===== src/rtl/hsi_byte_coder_pkg.sv =====
// Shared definitions for the HSI byte coder: FSM states, frame geometry, line level
// and the parity helper.
package hsi_byte_coder_pkg;

  typedef enum logic [2:0] {
    ST_IDLE  = 3'd0,
    ST_START = 3'd1,
    ST_DATA  = 3'd2,
    ST_PAR   = 3'd3,
    ST_STOP  = 3'd4
  } state_e;

  localparam int unsigned FRAME_BITS = 11;
  localparam int unsigned DATA_BITS  = 8;
  localparam logic        LINE_IDLE  = 1'b1;

  function automatic logic parity_bit(input logic [7:0] b, input logic odd);
    return odd ? ~^b : ^b;
  endfunction

endpackage


===== src/rtl/hsi_byte_coder_bit_tmr.sv =====
// Line-bit timer: counts 0..CLK_DIV-1 while run is high and restarts from 0 when run rises.
module bit_tmr #(
  parameter int unsigned CLK_DIV = 8
) (
  input  logic clk,
  input  logic n_rst,
  input  logic run,
  output logic bit_end,
  output logic bit_pre
);

  localparam logic [7:0] LAST = 8'(CLK_DIV - 1);
  localparam logic [7:0] PRE  = 8'(CLK_DIV - 2);

  logic [7:0] cnt_q, cnt_d;

  always_comb begin
    cnt_d = '0;
    if (run && (cnt_q != LAST)) cnt_d = cnt_q + 8'd1;
  end

  always_ff @(posedge clk or negedge n_rst) begin
    if (!n_rst) cnt_q <= '0;
    else        cnt_q <= cnt_d;
  end

  // bit_pre flags the second-to-last cycle so the parent can register a last-cycle pulse.
  assign bit_end = run && (cnt_q == LAST);
  assign bit_pre = run && (cnt_q == PRE);

endmodule


===== src/rtl/hsi_byte_coder.sv =====
// Serialises one byte per frame onto the HSI line: start, 8 data bits LSB first,
// parity, stop. All outputs are registered.
module hsi_byte_coder
  import hsi_byte_coder_pkg::*;
#(
  parameter int unsigned CLK_DIV    = 8,
  parameter bit          PARITY_ODD = 1'b1
) (
  input  logic       clk,
  input  logic       n_rst,
  input  logic       tx_en,
  input  logic [7:0] d,
  input  logic       d_rdy,
  output logic       busy,
  output logic       tx,
  output logic       byte_done
);

  state_e     state_q, state_d;
  logic [7:0] sh_q, sh_d;
  logic       par_q, par_d;
  logic [2:0] bit_cnt_q, bit_cnt_d;
  logic       tx_q, tx_d;
  logic       busy_q, busy_d;
  logic       byte_done_q, byte_done_d;
  logic       run, bit_end, bit_pre;

  assign run = (state_q != ST_IDLE);

  bit_tmr #(.CLK_DIV(CLK_DIV)) u_bit_tmr (
    .clk     (clk),
    .n_rst   (n_rst),
    .run     (run),
    .bit_end (bit_end),
    .bit_pre (bit_pre)
  );

  always_comb begin
    state_d     = state_q;
    sh_d        = sh_q;
    par_d       = par_q;
    bit_cnt_d   = bit_cnt_q;
    tx_d        = tx_q;
    busy_d      = busy_q;
    byte_done_d = 1'b0;
    case (state_q)
      ST_IDLE: begin
        if (tx_en && d_rdy) begin
          sh_d      = d;
          par_d     = parity_bit(d, PARITY_ODD);
          bit_cnt_d = '0;
          busy_d    = 1'b1;
          tx_d      = 1'b0;
          state_d   = ST_START;
        end
      end
      ST_START: begin
        if (bit_end) begin
          tx_d    = sh_q[0];
          state_d = ST_DATA;
        end
      end
      ST_DATA: begin
        if (bit_end) begin
          sh_d      = sh_q >> 1;
          bit_cnt_d = bit_cnt_q + 3'd1;
          if (bit_cnt_q == 3'(DATA_BITS - 1)) begin
            tx_d    = par_q;
            state_d = ST_PAR;
          end else begin
            tx_d = sh_q[1];
          end
        end
      end
      ST_PAR: begin
        if (bit_end) begin
          tx_d    = LINE_IDLE;
          state_d = ST_STOP;
        end
      end
      ST_STOP: begin
        byte_done_d = bit_pre;
        if (bit_end) begin
          busy_d  = 1'b0;
          state_d = ST_IDLE;
        end
      end
      default: begin
        tx_d    = LINE_IDLE;
        busy_d  = 1'b0;
        state_d = ST_IDLE;
      end
    endcase
  end

  always_ff @(posedge clk or negedge n_rst) begin
    if (!n_rst) begin
      state_q     <= ST_IDLE;
      sh_q        <= '0;
      par_q       <= 1'b0;
      bit_cnt_q   <= '0;
      tx_q        <= LINE_IDLE;
      busy_q      <= 1'b0;
      byte_done_q <= 1'b0;
    end else begin
      state_q     <= state_d;
      sh_q        <= sh_d;
      par_q       <= par_d;
      bit_cnt_q   <= bit_cnt_d;
      tx_q        <= tx_d;
      busy_q      <= busy_d;
      byte_done_q <= byte_done_d;
    end
  end

  assign tx        = tx_q;
  assign busy      = busy_q;
  assign byte_done = byte_done_q;

endmodule


===== config.mk =====
export PLATFORM = sky130hd
export DESIGN_NAME = hsi_byte_coder
export DESIGN_NICKNAME = d
export VERILOG_FILES = /design/src/rtl/hsi_byte_coder_pkg.sv /design/src/rtl/hsi_byte_coder_bit_tmr.sv /design/src/rtl/hsi_byte_coder.sv
export SDC_FILE = /design/constraint.sdc
export NUM_CORES = 1
export LEC_CHECK = 0
export CORE_UTILIZATION = 55
export CTS_CLUSTER_DIAMETER = 150
export DETAILED_ROUTE_END_ITERATION = 6
export PLACE_DENSITY = 0.87
export SLEW_MARGIN = 20
export SYNTH_ARGS = -nofsm -noshare
export SYNTH_HDL_FRONTEND = slang
export SYNTH_SLANG_ARGS = --single-unit

===== constraint.sdc =====
create_clock -name clk -period 2 [get_ports clk]
set_input_delay 0.3 -clock clk [delete_from_list [all_inputs] [get_ports clk]]
set_output_delay 0.3 -clock clk [all_outputs]
set_load 0.03 [all_outputs]

==> results.md <==
* Outcome: completed
* Worst supply voltage drop on vdd at 0.7284 mV
* Die Span Y at 51.64 µm
* DP HPWL at 1893 µm
* Highest-delay cell along the critical path: clkdlybuf4s50_1
* Post-synth ARST share at 1.000
* Relative area change from synthesis to final layout at 16.44%
* Final critical path time including I/O delays and setup at 1.849 ns
* Detailed-route DRC error count at 0
* Layout Utilization at 0.6932
* Setup_tns at 0 ns
* Router iterations before antenna repair at 4
* Largest stage delay, worst path at 0.66 ns
* GP Congestion at 0.7813
* Row cnt at 17
* Number of nets in the finished design at 167
* Post-CTS setup repair buffer count at 0
* GR met2 Demand/Resource at 0.4091
* Critical path startpoint category: register
* Crit path capture type: output pin
* Cells along the critical path: clkdlybuf4s50_1
* Worst clock skew at 0.004487 ns
* Fill count at 161
* Most used flip-flop cell after synthesis: dfrtp_1
* DRT iter0 DRCs at 14
* Instance count after placement with tap cells included at 174
* Met3 usage in global routing at 0.02924
* Warnings, synthesis at 0
* Cts bufs inserted at 3
* WL final at 2592 µm
* Met1 track demand over resource at 0.2753
* Part of the power in combinational logic at 0.346
* Net switching power at 0.6769 mW
* Cell family with the largest share of critical-path delay: buffers and inverters
* Cell area after layout at 0.001578 mm²
* Maximum number of pins on one net before global-route repair at 18
* Final instance count without filler cells at 178
* Clock share of power at 0.187
* Count of flip-flops with a built-in enable after synthesis at 0
* P_leak at 0.7124 nW
* Flip-flop and latch count after synthesis at 26
* Unrepaired setup endpoints after global routing: false
* Post-route total power at 1.920 mW
* Total global routing track utilization at 0.2250
* Clock tree from TritonCTS: yes
* # hold bufs at CTS at 0
* Final setup viols at 0
* Clock Root Buffer: clkbuf_4
* Post-DP Area at 0.001525 mm²
* Effective utilization at floorplan at 0.5954
* Data arrival time of the critical path at 1.55 ns
* Io pins at 15
* R2r worst-path depth at 3
* Routed Antenna Nets at 0
* Launch point of the worst path: tx
* # diodes at 0
* Wire length of the first global-routing pass at 4450 µm
* Die Footprint at 0.002666 mm²
* Area of the multi-input gates at 630.6 µm²
* WP depth at 1
* Most crowded layer after global routing: met2
* Average detailed-routed wire length per instance at 14.56 µm
* Cell count after synthesis at 133
* Required arrival time at the worst endpoint at 1.70 ns
* Critical path fanouts, max at 3
* Final-report hold violation count at 0
* Fraction of power spent switching nets at 0.3525
* Post-Syn Area at 0.001355 mm²
* Clock input transition at the sequential cells of the worst setup and hold paths at 0.15 ns
* Worst-case clock buffer depth at 2
* Number of buffers inserted by port buffering at 14
* Worst-Margin Slew at 0.4538 ns
* Post-Synthesis Net Count at 149
* Total vias in the final route at 1018
* Total power divided by cell area at 1217 mW/mm²
* Number of H-tree levels at 1
* Startpoint of the most critical register-to-register path: state_q[1]
* Chip Width at 51.64 µm
* Pint at 1.244 mW
* Combined buffer and inverter count along the critical path at 1
* Proportion of layout cells with a drive suffix above 1 at 0.1133
* Number of antenna violations at the first check in global routing at 0
* Number of clock sinks at 26
* Later-pin clock latency in the skew report at 0.32 ns
* Core footprint at 0.002276 mm²
* Via/cell ratio at 5.719
* Ratio of final minimum period to clock period at 0.9244
* Fraction of the yosys area taken by sequential cells at 0.4811
* Proportion of power drawn by flip-flops and latches at 0.467
* Sequential standard cell area at 651.9 µm²
* Number of global-route vias before repair at 1030
* Pins over their slew limit at 0
* Total gr overflow at 0
* Per-instance average area after synthesis at 10.19 µm²
* Worst slew margin relative to its limit at 0.6968
* Max-capacitance violation count at 0
* Number of instances resized during post-cts repair at 0
* Worst Hold Class: input pin to asynchronous set/reset pin
* Highest clock rate at 0.5409 GHz
* Distinct cell type count of the synthesized netlist at 34
* Kind of critical path: register to output pin
## final timing paths
| check | endpoint | slack, ns |
|---|---|---|
| min | state_q[0] | 0.27 |
| max in group asynchronous | sh_q[5] | 1.15 |
| min in group clk | u_bit_tmr.cnt_q[0] | 0.50 |
| min reg2reg | u_bit_tmr.cnt_q[0] | 0.50 |
| max | tx | 0.15 |
| max reg2reg | sh_q[0] | 0.30 |
## area by class of cell
| type | instances | share of cell area |
|---|---|---|
| Sequential cell | 26 | 0.4132 |
| Multi-Input combinational cell | 94 | 0.3997 |
| Timing Repair Buffer | 20 | 0.1174 |
| Tap cell | 28 | 0.02220 |
| Clock inverter | 1 | 0.01903 |
| Clock buffer | 3 | 0.01427 |
| Inverter | 6 | 0.01427 |
## sequential cells by signal, indices dropped and copies added (netlist names)
| signal | count |
|---|---|
| busy | 1 |
| state_q | 3 |
| sh_q | 8 |
| par_q | 1 |
| tx | 1 |
| byte_done | 1 |
| bit_cnt_q | 3 |
| u_bit_tmr.cnt_q | 8 |
## power by group through the flow
| stage | Sequential (mW) | Combinational (mW) | Clock, mW |
|---|---|---|---|
| 2_1_floorplan | 0.857 | 0.505 | 0 |
| 3_3_place_gp | 0.886 | 0.612 | 0 |
| 3_5_place_dp | 0.900 | 0.655 | 0 |
| 4_1_cts | 0.891 | 0.672 | 0.360 |
| 5_1_grt | 0.917 | 0.759 | 0.385 |
| 6_report | 0.896 | 0.665 | 0.360 |
## stage by stage
step / setup slack, ns / hold slack, ns
after detailed placement: 0.09718 / 0.4817
after global placement: 0.1227 / 0.4635
after global routing: 0.1137 / 0.2837
after floorplan: 0.3117 / 0.004409
after CTS: 0.1495 / 0.2800
final: 0.1511 / 0.2678
## logic make-up (layout without fill, tap and decap cells)
family,Yosys count,in the layout,share of synthesized area
xor+xnor,14,14,0.09049
mux,9,9,0.07110
buf+inv,13,30,0.05355
fa+ha+maj,4,4,0.03694
flops,26,26,0.4811
simple gates,47,47,0.1782
compound gates,20,20,0.08865
## layer usage
layer	share of wire	wire (µm)
met5	0	0
met4	0.010	27
met3	0.022	57
met2	0.51	1318
met1	0.46	1189
## cells in the mapped netlist, types with 2 or more instances
cell type | count | area (µm²)
dfrtp_1 | 25 | 625.6
nand3_1 | 16 | 80.08
nor2_1 | 13 | 48.80
o21ai_0 | 12 | 60.06
xnor2_1 | 9 | 78.83
mux2i_1 | 7 | 70.07
inv_1 | 6 | 22.52
nand2_1 | 6 | 22.52
xor2_1 | 5 | 43.79
ha_1 | 4 | 50.05
nor3_1 | 3 | 15.01
and3_1 | 2 | 12.51
buf_4 | 2 | 15.01
buf_6 | 2 | 22.52
clkbuf_1 | 2 | 7.510
## cells in the final DEF (no fill, tap or decap), types with 2 or more instances in the layout
| cell type | count |
|---|---|
| inv_1 | 6 |
| xor2_1 | 5 |
| nor3_1 | 3 |
| clkbuf_4 | 3 |
| o21ai_0 | 12 |
| nand2_1 | 6 |
| mux2i_1 | 7 |
| xnor2_1 | 9 |
| buf_4 | 6 |
| nand3_1 | 16 |
| clkdlybuf4s50_1 | 14 |
| ha_1 | 4 |
| and3_1 | 2 |
| nor2_1 | 13 |
| dfrtp_1 | 25 |
No activity file was read; power rests on OpenSTA's default activity.
